==> config.mk <==
export PLATFORM = sky130hd
export DESIGN_NAME = spi_cmd_master
export DESIGN_NICKNAME = d
export VERILOG_FILES = /design/src/rtl/spi_cmd_master.sv
export SDC_FILE = /design/constraint.sdc
export NUM_CORES = 1
export LEC_CHECK = 0
export CORE_UTILIZATION = 60
export CTS_BUF_LIST = sky130_fd_sc_hd__clkbuf_8
export DETAILED_ROUTE_END_ITERATION = 10
export PLACE_DENSITY = 0.88
export SKIP_LAST_GASP = 1
export SYNTH_ARGS = -nofsm -noshare
export SYNTH_HDL_FRONTEND = slang
export SYNTH_SLANG_ARGS = --single-unit
==> constraint.sdc <==
create_clock -name clk -period 5.6 [get_ports clk]
set_clock_uncertainty 0.2 [all_clocks]
set_input_delay 1.12 -clock clk [delete_from_list [all_inputs] [get_ports clk]]
set_output_delay 1.12 -clock clk [all_outputs]
set_load 0.01 [all_outputs]
==> src/rtl/spi_cmd_master.sv <==
// SPI mode-0 command initiator: sends {cmd, index, payload} as 24 MSB-first bits
// under one chip-select assertion and returns the byte received during the third word.
module spi_cmd_master #(
  parameter int CLK_DIV  = 2,
  parameter int CS_SETUP = 2,
  parameter int CS_HOLD  = 2,
  parameter int CS_IDLE  = 2
) (
  input  logic       clk,
  input  logic       rst,
  input  logic       req_valid,
  output logic       req_ready,
  input  logic [7:0] req_cmd,
  input  logic [7:0] req_index,
  input  logic [7:0] req_wdata,
  output logic       rsp_valid,
  output logic [7:0] rsp_rdata,
  output logic       rsp_err,
  output logic       busy,
  output logic       spi_sclk,
  output logic       spi_cs_n,
  output logic       spi_mosi,
  input  logic       spi_miso
);

  localparam int MAX_AB  = (CLK_DIV > CS_SETUP) ? CLK_DIV : CS_SETUP;
  localparam int MAX_CD  = (CS_HOLD > CS_IDLE) ? CS_HOLD : CS_IDLE;
  localparam int CNT_MAX = (MAX_AB > MAX_CD) ? MAX_AB : MAX_CD;
  localparam int CW      = $clog2(CNT_MAX + 1);

  typedef enum logic [2:0] {IDLE, DECODE, SETUP, SHIFT, HOLD, RESP, GAP} state_t;

  state_t        state_q, state_d;
  logic [CW-1:0] cnt_q, cnt_d;
  logic [4:0]    bit_q, bit_d;
  logic [23:0]   tx_q, tx_d;
  logic [7:0]    rx_q, rx_d;
  logic          sclk_d, cs_n_d, mosi_d, rsp_valid_d, rsp_err_d;
  logic [7:0]    rdata_d;

  // Defined set: 0x00-0x04 reads, 0x81-0x84 writes.
  function automatic logic is_valid_op(input logic [7:0] op);
    return (op[6:3] == 4'h0) && (op[2:0] <= 3'd4) && !(op[7] && (op[2:0] == 3'd0));
  endfunction

  always_comb begin
    // NOTE: every signal gets its hold value first so no branch can infer a latch.
    state_d     = state_q;
    cnt_d       = cnt_q;
    bit_d       = bit_q;
    tx_d        = tx_q;
    rx_d        = rx_q;
    sclk_d      = spi_sclk;
    cs_n_d      = spi_cs_n;
    mosi_d      = spi_mosi;
    rsp_valid_d = 1'b0;
    rsp_err_d   = 1'b0;
    rdata_d     = rsp_rdata;
    unique case (state_q)
      IDLE: begin
        if (req_valid) begin
          tx_d    = {req_cmd, req_index, req_cmd[7] ? req_wdata : 8'h00};
          state_d = DECODE;
        end
      end
      DECODE: begin
        if (is_valid_op(tx_q[23:16])) begin
          state_d = SETUP;
          cnt_d   = '0;
          cs_n_d  = 1'b0;
          mosi_d  = tx_q[23];
        end else begin
          // Rejected opcodes answer immediately and never touch the bus.
          state_d     = IDLE;
          rsp_valid_d = 1'b1;
          rsp_err_d   = 1'b1;
          rdata_d     = 8'h00;
        end
      end
      SETUP: begin
        if (cnt_q == CW'(CS_SETUP - 1)) begin
          state_d = SHIFT;
          cnt_d   = '0;
          bit_d   = '0;
        end else begin
          cnt_d = cnt_q + 1'b1;
        end
      end
      SHIFT: begin
        if (cnt_q == CW'(CLK_DIV - 1)) begin
          cnt_d = '0;
          if (!spi_sclk) begin
            sclk_d = 1'b1;
            rx_d   = {rx_q[6:0], spi_miso};
          end else begin
            sclk_d = 1'b0;
            if (bit_q == 5'd23) begin
              state_d = HOLD;
            end else begin
              bit_d  = bit_q + 5'd1;
              tx_d   = {tx_q[22:0], 1'b0};
              mosi_d = tx_q[22];
            end
          end
        end else begin
          cnt_d = cnt_q + 1'b1;
        end
      end
      HOLD: begin
        if (cnt_q == CW'(CS_HOLD - 1)) begin
          state_d     = RESP;
          cnt_d       = '0;
          cs_n_d      = 1'b1;
          rsp_valid_d = 1'b1;
          rdata_d     = rx_q;
        end else begin
          cnt_d = cnt_q + 1'b1;
        end
      end
      RESP: begin
        mosi_d  = 1'b0;
        state_d = (CS_IDLE > 1) ? GAP : IDLE;
      end
      GAP: begin
        if (cnt_q == CW'(CS_IDLE - 2)) state_d = IDLE;
        else                           cnt_d   = cnt_q + 1'b1;
      end
      default: state_d = IDLE;
    endcase
  end

  // req_ready/busy are registered from the next state so they line up with it.
  always_ff @(posedge clk) begin
    // NOTE: sequential state uses non-blocking assignments so all registers update together.
    if (rst) begin
      state_q   <= IDLE;
      cnt_q     <= '0;
      bit_q     <= '0;
      tx_q      <= '0;
      rx_q      <= '0;
      spi_sclk  <= 1'b0;
      spi_cs_n  <= 1'b1;
      spi_mosi  <= 1'b0;
      rsp_valid <= 1'b0;
      rsp_err   <= 1'b0;
      rsp_rdata <= 8'h00;
      busy      <= 1'b0;
      req_ready <= 1'b1;
    end else begin
      state_q   <= state_d;
      cnt_q     <= cnt_d;
      bit_q     <= bit_d;
      tx_q      <= tx_d;
      rx_q      <= rx_d;
      spi_sclk  <= sclk_d;
      spi_cs_n  <= cs_n_d;
      spi_mosi  <= mosi_d;
      rsp_valid <= rsp_valid_d;
      rsp_err   <= rsp_err_d;
      rsp_rdata <= rdata_d;
      busy      <= (state_d != IDLE);
      req_ready <= (state_d == IDLE);
    end
  end

endmodule

### Word-level counts from Yosys, hierarchy flattened

Index checks and enable logic that the tools add are counted.

| storage, ports and cells | value |
|---|---|
| output and inout port bits | 15 |
| register bits after elaboration | 57 |

| cells by class | value |
|---|---|
| reductions and logical operators | 25 |
| mux-type cells | 39 |
| bitwise operators | 2 |
| add/sub/neg operators | 2 |
| $lt $le $gt $ge | 1 |
| equal/unequal tests | 17 |

Operator list:

| operator | number |
|---|---|
| 24-bit 2-to-1 mux | 4 |
| 24-bit one-hot mux with 2 select lines | 1 |
| 8-bit 2-to-1 mux | 3 |
| 3-bit 2-to-1 mux | 7 |
| 3-bit one-hot mux with 7 select lines | 1 |
| 5-bit 2-to-1 mux | 4 |
| 2-bit != test, second input constant | 9 |
| 8-bit one-hot mux with 2 select lines | 1 |
| 5-bit AND reduction | 3 |
| 3-bit AND reduction | 4 |
| 5-bit one-hot mux with 2 select lines | 1 |
| 3-bit == test, second input constant | 3 |
| 3-bit logical NOT | 3 |
| 1-bit 2-to-1 mux | 9 |
| 3-bit nonzero test | 3 |
| 2-bit 2-to-1 mux | 4 |
| 3-bit by 2-bit == test with 1-bit output, second input constant | 2 |
| 2-bit one-hot mux with 3 select lines | 1 |
| 2-bit nonzero test | 3 |
| 5-bit by 1-bit adder with 5-bit output, second input constant | 1 |
| 5-bit == test, second input constant | 1 |
| 4-bit logical NOT | 1 |
| 1-bit one-hot mux with 2 select lines | 2 |
| 3-bit by 1-bit == test with 1-bit output, second input constant | 1 |
| 11 further kinds | 14 |

### Longest topological paths before layout

Gate-level depths: netlist (run 1).

| depth | value |
|---|---|
| depth in word-level cells | 7 |
| depth in mapped cells | 8 |
| gate-level depth less buffers | 6 |

### Worst setup path after synthesis (run 1)

Ideal clock, no wire load.

| path | value |
|---|---|
| kind | in2reg |
| from | in req_valid |
| to | reg busy |
| data required time | 5,273 ps |
| arrival time | 1,913 ps |
| cell stages on the path | 4 |
| setup slack | 3,360 ps |
| cell sequence | mux2i_1 > nor3_1 > o311a_1 > or3_1 |

| on the way | value |
|---|---|
| longest elaborated chain between the ends | 3 |

Ends and longest elaborated chain:

| item | line | RTL |
|---|---|---|
| start, declared | 11 | `input logic req_valid,` |
| 3-bit 2-to-1 mux | 61 | `if (req_valid) begin` |
| 3-bit one-hot mux with 7 select lines | 59 | `unique case (state_q)` |
| 3-bit nonzero test | 161 | `busy <= (state_d != IDLE);` |
| end signal, assigned | 161 |  |
| end, declared | 19 | `output logic busy,` |

Every way passes these cells.
A chain may end at the register's enable or synchronous reset.

### Final worst setup path (run 1)

| path | value |
|---|---|
| from | reg state_q[1] |
| to | reg tx_q[14] |

| on the way | value |
|---|---|
| longest elaborated chain between the ends | 3 |
| elaborated cells on any way between the ends | 9 |

Ends and longest elaborated chain:

| item | line | RTL |
|---|---|---|
| start, declared | 33 | `state_t state_q, state_d;` |
| start signal, assigned | 150 | `state_q <= state_d;` |
| 3-bit by 2-bit == test with 1-bit output or 3-bit logical NOT (tied branches) | 59 |  |
| 2-bit != test (no source line) or 2-bit nonzero test (tied branches) | - |  |
| 5-bit AND reduction (no source line) | - |  |
| end signal, assigned | 153 | `tx_q <= tx_d;` |
| end, declared | 36 | `logic [23:0] tx_q, tx_d;` |

Several ways; a longest one is shown, not always the timed one.

==> summary.md, run 1 <==
| Metric | Value |
|---|---|
| Status | `finished, final reports clean` |
| Start-to-end type of the worst setup path | `reg2reg` |
| WL final | `5940 um` |
| Most frequent standard cell in the layout excluding fill and tap cells | `sky130_fd_sc_hd__nand2_1` |
| Ys async rst share | `0` |
| Synth cell types | `51` |
| Maximum VDD drop | `0.000159 V` |
| Leading area contributor after synthesis | `sky130_fd_sc_hd__dfxtp_1` |
| Maximum fanout along the worst path | `25` |
| Arr. time, crit path | `3.22 ns` |
| Clock buffer count from CTS | `9` |
| Net count of the mapped netlist | `351` |
| Number of pins with negative max-slew slack in the final report | `0` |
| Final Non-Filler Cells | `403` |
| Launch point of the worst hold path | `rsp_rdata[0]` |
| Basic-gate share of the synthesized area counting and, or, nand and nor cells | `0.222` |
| Critical R2R Capture | `tx_q[14]` |
| Leak pwr | `1.22 nW` |
| Clock root buffer | `sky130_fd_sc_hd__clkbuf_8` |
| Placed cell count | `387` |
| Xor and xnor area share after synthesis | `0.00639` |
| Synthesis-to-layout area growth | `20.7%` |
| Clock slew seen by the registers of the worst setup and hold paths | `0.06 ns` |
| TritonCTS clock tree | `built` |
| Proportion of netlist area held by the largest area contributor | `0.416` |
| Initial cell density of the core | `0.625` |
| Buffers inserted by post-CTS timing repair | `0` |
| Critical path launch point type | `register` |
| MaxCap Viol Count | `0` |
| Hold/Removal Path Class | `reg2reg` |
| PD cells | `290 nW/um^2` |
| Post-cts hold buffer count | `0` |
| Main combinational cell family by area after synthesis | `simple AND/OR/NAND/NOR gates` |
| Number of antenna violations at the first check in global routing | `0` |
| Share of the yosys chip area belonging to registers | `0.416` |
| Commonest cells after routing, fill and taps aside | `sky130_fd_sc_hd__nand2_1, sky130_fd_sc_hd__dfxtp_1, sky130_fd_sc_hd__clkdlybuf4s50_1` |
| Die Outline Area | `4840 um^2` |
| Worst Setup Slack, final | `2.34 ns` |
| Main synth FF type | `sky130_fd_sc_hd__dfxtp_1` |
| Unrepaired setup endpoints after global routing | `no` |
| Number of storage elements in the synthesis netlist | `57` |
| Filler Cells Inserted | `311` |
| Number of global-route vias before repair | `2222` |
| Cells after synthesis | `319` |
| Origin of the critical flop-to-flop path | `state_q[1]` |
| Drt first-iter violations | `245` |
| Deepest level of the CTS H-tree | `3` |
| Proportion of synthesized area in mux cells | `0.0735` |
| Detailed-route wire length per cell | `14.7 um` |
| Sum of negative setup slack | `0 ns` |
| Largest cells by area after synthesis | `sky130_fd_sc_hd__dfxtp_1, sky130_fd_sc_hd__nand2_1, sky130_fd_sc_hd__a311oi_1, sky130_fd_sc_hd__mux2i_1, sky130_fd_sc_hd__a21oi_1` |
| Synthesis warning total | `0` |
| Pre-CTS setup slack | `2.14 ns` |
| Portion of the clock cycle consumed by the worst path in the final layout | `0.582` |
| Placed cell areas | `3100 um^2` |
| Final std cell area, no fill | `3310 um^2` |
| Highest Clock Rate | `307 MHz` |
| Transition time of the tightest slew-check pin | `1.21 ns` |
| Number of vias in the routed layout | `2407` |
| Gates resized, CTS repair | `0` |
| DIE HEIGHT | `69.6 um` |
| # rows | `24` |
| Synthesized area per cell | `8.59 um^2` |
| Number of setup violations in the final report | `0` |
| Shortest period the worst path allows | `3.26 ns` |
| R2R Setup Slk | `2.34 ns` |
| Critical Path RT | `5.57 ns` |
| Drt pass-1 iters | `4` |
| CTS sink cnt | `57` |
| Pin count of the biggest net entering global routing | `46` |
| Synthesized cell area | `2740 um^2` |
| Horiz. Die Dim | `69.6 um` |
| Final hold violation count | `0` |
| Power Total | `0.958 mW` |
| Layout Nets | `378` |
| FF-to-FF path depth | `4` |
| Count of flip-flops with a built-in enable after synthesis | `0` |
| Global route overflow | `0` |
| # DRC | `0` |
| Input/output buffers | `42` |
| Worst slew margin | `0.188` |
| First-pass GRT wire length | `10200 um` |
| Layout cell share with drive strength beyond 1 | `0.0798` |
| Gpl congestion | `0.861` |
| Complex-gate fraction of the synthesized area | `0.204` |
| Number of stages on the worst hold path | `2` |
| Latest clock arrival within the worst-skew pair | `0.34 ns` |
| Top-level I/O count | `43` |
| Share of synthesized cell area in full adder, half adder and majority cells | `0.0183` |
| Vias per Instance | `5.97` |
| HPWL after DPL | `3840 um` |
| Hold Path End | `rsp_rdata[0]` |
| Critical path endpoint category | `register` |
| Post-DRT Antenna Nets | `0` |
| Antenna cell count | `0` |
| Maximum buffer depth of the clock tree | `2` |
| Overall global routing resource usage | `0.266` |
| Placeable core region | `4380 um^2` |
==> final cells by class <==
cell class | count | area (um^2) | area share
Inverter | 6 | 22.5 | 0.00681
Multi-Input combinational cell | 228 | 1440 | 0.434
Clock inverter | 4 | 42.5 | 0.0129
Sequential cell | 57 | 1140 | 0.345
Timing Repair Buffer | 44 | 435 | 0.132
Tap cell | 52 | 65.1 | 0.0197
Clock buffer | 12 | 165 | 0.0499
==> where the power goes <==
part           total, mW  internal [mW]  switching [mW]  leakage [nW]
clock              0.391          0.238           0.153         0.115
combinational      0.119         0.0590          0.0597         0.642
sequential         0.448          0.429          0.0194         0.466
==> registers in the layout, indices dropped and copies added (netlist names) <==
register	flops
tx_q	24
state_q	3
rx_q	8
rsp_valid	1
spi_sclk	1
rsp_rdata	8
rsp_err	1
spi_cs_n	1
spi_mosi	1
req_ready	1
cnt_q	2
busy	1
bit_q	5
==> worst max-delay path, stage by stage, from the launching register on <==
cell and delay [ns]:
sky130_fd_sc_hd__dfxtp_1 0.77, sky130_fd_sc_hd__nand4_1 0.26, sky130_fd_sc_hd__o2bb2ai_2 0.84, sky130_fd_sc_hd__and2_1 0.79, sky130_fd_sc_hd__a311oi_1 0.21
==> per-layer routing <==
metal,vias to the layer above,routed length (um),track usage
li1,1210,-,-
met1,1120,2760,0.358
met2,67,2800,0.402
met3,10,278,0.0494
met4,0,97,0.145
met5,-,0,0
==> how the worst max path moves through the flow <==
stage / startpoint / end / slack, ns / depth (start not counted)
floorplan: req_valid / busy / 3.36 / 4
global placement: req_valid / tx_q[2] / 2.18 / 4
detailed placement: req_valid / tx_q[0] / 2.14 / 4
CTS: state_q[1] / tx_q[0] / 2.42 / 4
global route: state_q[1] / tx_q[0] / 2.07 / 4
finish: state_q[1] / tx_q[14] / 2.34 / 4
==> cell usage after synthesis, types with 3 or more instances <==
cell and n:
sky130_fd_sc_hd__nand2_1 62, sky130_fd_sc_hd__dfxtp_1 57, sky130_fd_sc_hd__a21oi_1 29, sky130_fd_sc_hd__a311oi_1 24, sky130_fd_sc_hd__mux2i_1 19, sky130_fd_sc_hd__nand3_1 16
sky130_fd_sc_hd__clkbuf_1 13, sky130_fd_sc_hd__buf_2 11, sky130_fd_sc_hd__nor2_1 11, sky130_fd_sc_hd__nor3_1 8, sky130_fd_sc_hd__inv_1 5, sky130_fd_sc_hd__o21ai_0 5
sky130_fd_sc_hd__ha_1 4, sky130_fd_sc_hd__nand4_1 4, sky130_fd_sc_hd__and3_1 3, sky130_fd_sc_hd__buf_6 3, sky130_fd_sc_hd__o31ai_1 3
==> through the flow <==
step | hold slack [ns] | util
after floorplan | 0.234 | -
after global placement | 0.244 | 0.707
after detailed placement | 0.249 | 0.707
after CTS | 0.264 | 0.755
after global routing | 0.284 | 0.755
final | 0.257 | 0.755
==> kinds of logic after synthesis <==
group,after synthesis
buffers and inverters,34
flip-flops,57
XOR/XNOR,2
multiplexers,20
AO/OA/AOI/OAI,78
AND/OR/NAND/NOR,124
adder cells (fa/ha/maj),4
(Power assumes the default switching activity.)
==> run 2: changes to the inputs <==
--- a/config.mk
+++ b/config.mk
@@ -5,10 +5,10 @@
 export SDC_FILE = /design/constraint.sdc
 export NUM_CORES = 1
 export LEC_CHECK = 0
-export CORE_UTILIZATION = 60
+export CORE_UTILIZATION = 55
 export CTS_BUF_LIST = sky130_fd_sc_hd__clkbuf_8
 export DETAILED_ROUTE_END_ITERATION = 10
-export PLACE_DENSITY = 0.88
+export PLACE_DENSITY = 0.81
 export SKIP_LAST_GASP = 1
 export SYNTH_ARGS = -nofsm -noshare
 export SYNTH_HDL_FRONTEND = slang
==> constraint.sdc (replaced) <==
create_clock -name clk -period 3.1 [get_ports clk]
set_clock_uncertainty 0.2 [all_clocks]
set_input_delay 0.62 -clock clk [delete_from_list [all_inputs] [get_ports clk]]
set_output_delay 0.62 -clock clk [all_outputs]
set_load 0.01 [all_outputs]
==> run 2 against run 1 <==
Utilization fell by 5.2 points. Wire length grew 1.6%. Combinational power rose by 86%. Hold slack got worse by 0.00063 ns. First-iteration DRC count down 28%. Critical path type unchanged. Critical endpoint is now tx_q[10]. Largest cell class unchanged. Largest power group unchanged.
==> summary.md, run 2 (synthesis gave the netlist of run 1 again) <==
| Metric | Value |
|---|---|
| Input/output buffers | `42` |
| Shortest period the worst path allows | `2.32 ns` |
| # DRC | `0` |
| Placeable core region | `4750 um^2` |
| Global route overflow | `0` |
| Transition time of the tightest slew-check pin | `0.691 ns` |
| Switching Power | `0.416 mW` |
| Initial cell density of the core | `0.577` |
| Clock root buffer | `sky130_fd_sc_hd__clkbuf_8` |
| Gates resized, CTS repair | `0` |
| Latest clock arrival within the worst-skew pair | `0.33 ns` |
| Post-cts hold buffer count | `0` |
| Drt pass-1 iters | `4` |
| Antenna cell count | `0` |
| Filler Cells Inserted | `416` |
| Switching power share of the total | `0.256` |
| Start-to-end type of the worst setup path | `reg2reg` |
| Pin count of the biggest net entering global routing | `45` |
| Commonest cells after routing, fill and taps aside | `sky130_fd_sc_hd__nand2_1, sky130_fd_sc_hd__dfxtp_1, sky130_fd_sc_hd__clkdlybuf4s50_1` |
| Registers with the most flip-flops | `tx_q (24), rsp_rdata (8), rx_q (8)` |
| HPWL after DPL | `3930 um` |
| Unrepaired setup endpoints after global routing | `no` |
| Gpl congestion | `0.770` |
| Horiz. Die Dim | `72.6 um` |
| Hold/Removal Path Class | `reg2reg` |
| Clock network fraction of design power | `0.366` |
| First-pass GRT wire length | `10300 um` |
| Synthesis-to-layout area growth | `21.8%` |
| DIE HEIGHT | `72.6 um` |
| PD cells | `487 nW/um^2` |
| Top-level I/O count | `43` |
| Critical path launch point type | `register` |
| Number of flip-flops in the largest register | `24` |
| Overall global routing resource usage | `0.255` |
| Layout Nets | `384` |
| Die Outline Area | `5270 um^2` |
| TritonCTS clock tree | `built` |
| # rows | `25` |
| Post-DRT Antenna Nets | `0` |
| Final core utilization | `0.702` |
| Deepest level of the CTS H-tree | `3` |
| MaxCap Viol Count | `0` |
| Portion of the clock cycle consumed by the worst path in the final layout | `0.749` |
| Clock slew seen by the registers of the worst setup and hold paths | `0.06 ns` |
| Sum of negative setup slack | `0 ns` |
| CTS sink cnt | `57` |
| Register containing the most flip-flops in the final layout | `tx_q` |
| Maximum buffer depth of the clock tree | `2` |
| Worst Setup Slack, final | `0.777 ns` |
| Power Internal | `1.21 mW` |
| Clock buffer count from CTS | `9` |
| Most frequent standard cell in the layout excluding fill and tap cells | `sky130_fd_sc_hd__nand2_1` |
| Leak pwr | `1.24 nW` |
| Pre-CTS setup slack | `0.757 ns` |
| Number of antenna violations at the first check in global routing | `0` |
| Part of the power in combinational logic | `0.136` |
| Drt first-iter violations | `176` |
| Arr. time, crit path | `2.35 ns` |
| Detailed-route wire length per cell | `14.2 um` |
| Layout cell share with drive strength beyond 1 | `0.0952` |
| Tightest hold margin | `0.256 ns` |
| Number of global-route vias before repair | `2262` |
| WL final | `6030 um` |
| Number of pins with negative max-slew slack in the final report | `0` |
| Maximum fanout along the worst path | `21` |
| Highest Clock Rate | `431 MHz` |
| Proportion of power drawn by flip-flops and latches | `0.498` |
| Status | `finished, final reports clean` |
| Maximum VDD drop | `0.000367 V` |
| Critical path endpoint category | `register` |
| Number of vias in the routed layout | `2466` |
| Final hold violation count | `0` |
| Critical Path RT | `3.13 ns` |
| Buffers inserted by post-CTS timing repair | `0` |
| Vias per Instance | `5.82` |
| Worst slew margin | `0.539` |
| Number of setup violations in the final report | `0` |
-- run 2: cell count changes in the layout (fill, tap and decap cells not counted), sizes merged --
cell | previous run | this run
buf | 2 | 8
clkinv | 2 | 4
bufinv | 1 | 0
clkbuf | 12 | 11
-- run 2: layout make-up --
cell class	instances	area (um^2)	area share
Multi-Input combinational cell	228	1440	0.430
Sequential cell	57	1140	0.342
Timing Repair Buffer	50	480	0.144
Clock buffer	11	151	0.0454
Tap cell	67	83.8	0.0251
Clock inverter	5	22.5	0.00675
Inverter	6	22.5	0.00675
-- run 2: critical path, cell delays in order, from the launching register on --
cell and delay [ns]:
sky130_fd_sc_hd__dfxtp_1 0.76, sky130_fd_sc_hd__and3b_1 0.60, sky130_fd_sc_hd__buf_4 0.29, sky130_fd_sc_hd__nand2_1 0.07
sky130_fd_sc_hd__a311oi_1 0.29
-- run 2: worst paths after layout --
check	from	to	slack [ns]	cells after the start
worst max register to register	state_q[1]	tx_q[10]	0.78	4
worst min register to register	rsp_rdata[1]	rsp_rdata[1]	0.26	2
worst min-delay path	rsp_rdata[1]	rsp_rdata[1]	0.26	2
worst max-delay path	state_q[1]	tx_q[10]	0.78	4
-- run 2: power by group through the flow --
stage               Combinational [mW]  Sequential (mW)  Clock, mW
detailed placement               0.220            0.824          0
global route                     0.246            0.814      0.648
floorplan                        0.156            0.813          0
global placement                 0.215            0.823          0
finish                           0.221            0.809      0.594
CTS                              0.221            0.809      0.610
-- run 2: metrics by stage --
step / cell area [um^2] / instances / total power [mW]
6_report: 3340 / 424 / 1.62
5_1_grt: 3340 / 424 / 1.71
4_1_cts: 3340 / 424 / 1.64
3_5_place_dp: 3160 / 408 / 1.04
3_3_place_gp: 3160 / 408 / 1.04
2_1_floorplan: 2740 / 319 / 0.969
-- run 2: per-layer routing --
metal,routed length [um],GRT usage
met4,48,0.0806
met1,2710,0.321
met5,0,0
met2,2950,0.405
met3,312,0.0953
==> run 3: changes to the inputs <==
--- a/config.mk
+++ b/config.mk
@@ -5,10 +5,10 @@
 export SDC_FILE = /design/constraint.sdc
 export NUM_CORES = 1
 export LEC_CHECK = 0
-export CORE_UTILIZATION = 55
+export CORE_UTILIZATION = 50
 export CTS_BUF_LIST = sky130_fd_sc_hd__clkbuf_8
 export DETAILED_ROUTE_END_ITERATION = 10
-export PLACE_DENSITY = 0.81
+export PLACE_DENSITY = 0.78
 export SKIP_LAST_GASP = 1
 export SYNTH_ARGS = -nofsm -noshare
 export SYNTH_HDL_FRONTEND = slang
==> constraint.sdc (replaced) <==
create_clock -name clk -period 1.87 [get_ports clk]
set_clock_uncertainty 0.2 [all_clocks]
set_input_delay 0.374 -clock clk [delete_from_list [all_inputs] [get_ports clk]]
set_output_delay 0.374 -clock clk [all_outputs]
set_load 0.01 [all_outputs]
==> run 3 against run 2 <==
The flow now finishes with violations (setup timing). Critical path depth up 3. Combinational power grew to 2.6 times the previous value. Sequential power grew 66%. First-iteration DRC count rose by 48%. Die area is 9.7% higher. Flip-flop and latch count is the same. Clock-buffer cell count grew 1. Highest routed layer unchanged. Critical endpoint is now tx_q[21]. Non-clock buffer count up 43. Final area is 20% higher. Sequential share of layout area fell by 5.4 points. Fmax rose by 19%. Cell count rose by 11%.
==> summary.md, run 3 (synthesis gave the netlist of run 1 again) <==
| Metric | Value |
|---|---|
| Status | `finished with violations` |
| Violations in the final reports | `setup timing` |
| Top-level I/O count | `43` |
| Number of stages on the worst hold path | `2` |
| # DRC | `0` |
| Layout Nets | `427` |
| Detailed-route wire length per cell | `17.1 um` |
| Number of antenna violations at the first check in global routing | `0` |
| Registers with the most flip-flops | `tx_q (24), rsp_rdata (8), rx_q (8)` |
| Grt met2 use | `0.420` |
| Number of setup violations in the final report | `18` |
| Highest Clock Rate | `513 MHz` |
| Arr. time, crit path | `1.99 ns` |
| Placed cell count | `445` |
| Maximum fanout along the worst path | `12` |
| Critical Path RT | `1.91 ns` |
| Critical path launch point type | `register` |
| Launch point of the worst hold path | `rx_q[7]` |
| Gpl congestion | `0.878` |
| # rows | `26` |
| First-pass GRT wire length | `11800 um` |
| Leak pwr | `1.57 nW` |
| Clock buffer count from CTS | `9` |
| R2R Setup Slk | `-0.08 ns` |
| Met3 usage in global routing | `0.0766` |
| Tightest hold margin | `0.261 ns` |
| Global-route layer with the greatest usage | `met2` |
| CTS sink cnt | `57` |
| Sum of negative setup slack | `-0.343 ns` |
| Met1 Usage GRT | `0.308` |
| Post-DRT Antenna Nets | `0` |
| Maximum VDD drop | `0.000576 V` |
| Layout cell share with drive strength beyond 1 | `0.263` |
| WL final | `8030 um` |
| Number of flip-flops in the largest register | `24` |
| Clock slew seen by the registers of the worst setup and hold paths | `0.07 ns` |
| Hold Path End | `rsp_rdata[7]` |
| MaxCap Viol Count | `0` |
| Antenna cell count | `0` |
| DIE HEIGHT | `76.0 um` |
| Unrepaired setup endpoints after global routing | `yes` |
| Global route overflow | `0` |
| Latest clock arrival within the worst-skew pair | `0.34 ns` |
| Transition time of the tightest slew-check pin | `0.492 ns` |
| Portion of the clock cycle consumed by the worst path in the final layout | `1.04` |
| Shortest period the worst path allows | `1.95 ns` |
| Drt first-iter violations | `261` |
| Post-cts hold buffer count | `0` |
| Placed cell areas | `3500 um^2` |
| Worst Setup Slack, final | `-0.0784 ns` |
| Vias per Instance | `5.97` |
| Die Outline Area | `5780 um^2` |
| Deepest level of the CTS H-tree | `3` |
| TritonCTS clock tree | `built` |
| Synthesis-to-layout area growth | `46.0%` |
| Commonest cells after routing, fill and taps aside | `sky130_fd_sc_hd__nand2_1, sky130_fd_sc_hd__dfxtp_1, sky130_fd_sc_hd__buf_4` |
| Number of vias in the routed layout | `2808` |
| Register containing the most flip-flops in the final layout | `tx_q` |
| Clock root buffer | `sky130_fd_sc_hd__clkbuf_8` |
| Start-to-end type of the worst setup path | `reg2reg` |
| Number of global-route vias before repair | `2554` |
| Drt pass-1 iters | `5` |
| Horiz. Die Dim | `76.0 um` |
| Pin count of the biggest net entering global routing | `25` |
| FF-to-FF path depth | `7` |
| Hold/Removal Path Class | `reg2reg` |
| Critical path endpoint category | `register` |
| PD cells | `852 nW/um^2` |
| Number of pins with negative max-slew slack in the final report | `0` |
| Initial cell density of the core | `0.527` |
| Final Non-Filler Cells | `470` |
| HPWL after DPL | `4620 um` |
| Critical R2R Capture | `tx_q[21]` |
| Origin of the critical flop-to-flop path | `cnt_q[1]` |
| Multi-input gate area in the final layout | `1580 um^2` |
| Overall global routing resource usage | `0.257` |
| Power Total | `3.41 mW` |
| Most frequent standard cell in the layout excluding fill and tap cells | `sky130_fd_sc_hd__nand2_1` |
| Input/output buffers | `42` |
| Filler Cells Inserted | `338` |
| Final hold violation count | `0` |
| Final std cell area, no fill | `4000 um^2` |
| Register area | `1150 um^2` |
| Placeable core region | `5200 um^2` |
| Maximum buffer depth of the clock tree | `2` |
| Worst slew margin | `0.671` |
-- run 3: worst max-delay path, cell delays in order, from the launching register on --
cell and delay, ns:
sky130_fd_sc_hd__dfxtp_2 0.32, sky130_fd_sc_hd__inv_2 0.07, sky130_fd_sc_hd__ha_4 0.18, sky130_fd_sc_hd__nand4_1 0.21, sky130_fd_sc_hd__o2bb2ai_4 0.28, sky130_fd_sc_hd__clkbuf_16 0.21
sky130_fd_sc_hd__a21oi_1 0.09, sky130_fd_sc_hd__a311oi_1 0.28
-- run 3: layout make-up --
cell class,instances,area share
multi-input combinational,228,0.395
sequential,57,0.288
timing repair buffer,93,0.224
clock buffer,12,0.0413
clock inverter,4,0.0244
tap,70,0.0219
inverter,6,0.00563
-- run 3: how the worst max path moves through the flow --
stage | from | to | slack [ns] | depth (start not counted)
3_5_place_dp | req_valid | busy | -0.14 | 5
4_1_cts | tx_q[16] | rsp_rdata[1] | -0.0008 | 7
2_1_floorplan | bit_q[0] | busy | 0.007 | 5
6_report | cnt_q[1] | tx_q[21] | -0.08 | 7
3_3_place_gp | req_valid | busy | -0.09 | 5
5_1_grt | cnt_q[1] | tx_q[21] | -0.15 | 7
-- run 3: power breakdown --
group | leakage (nW) | internal, mW | switching (mW)
logic | 0.972 | 0.304 | 0.265
clock network | 0.129 | 0.994 | 0.509
registers | 0.470 | 1.29 | 0.0523
-- run 3: per-layer routing --
metal  wire (um)  share of wire
met5           0              0
met2        3980           0.50
met1        3390           0.42
met3         500          0.062
met4         158          0.020
-- run 3: what timing repair did --
action,CTS,global route
setup endpoints to repair,14,40
gates resized for setup,9,22
buffers inserted,1,3
pin swaps,2,14
cloned,0,5
-- run 3: metrics by stage --
stage                     setup slack (ns)  utilization
final                              -0.0784        0.769
after global routing                -0.151        0.769
after CTS                        -0.000843        0.729
after detailed placement            -0.144        0.672
after global placement             -0.0917        0.672
after floorplan                    0.00738            -
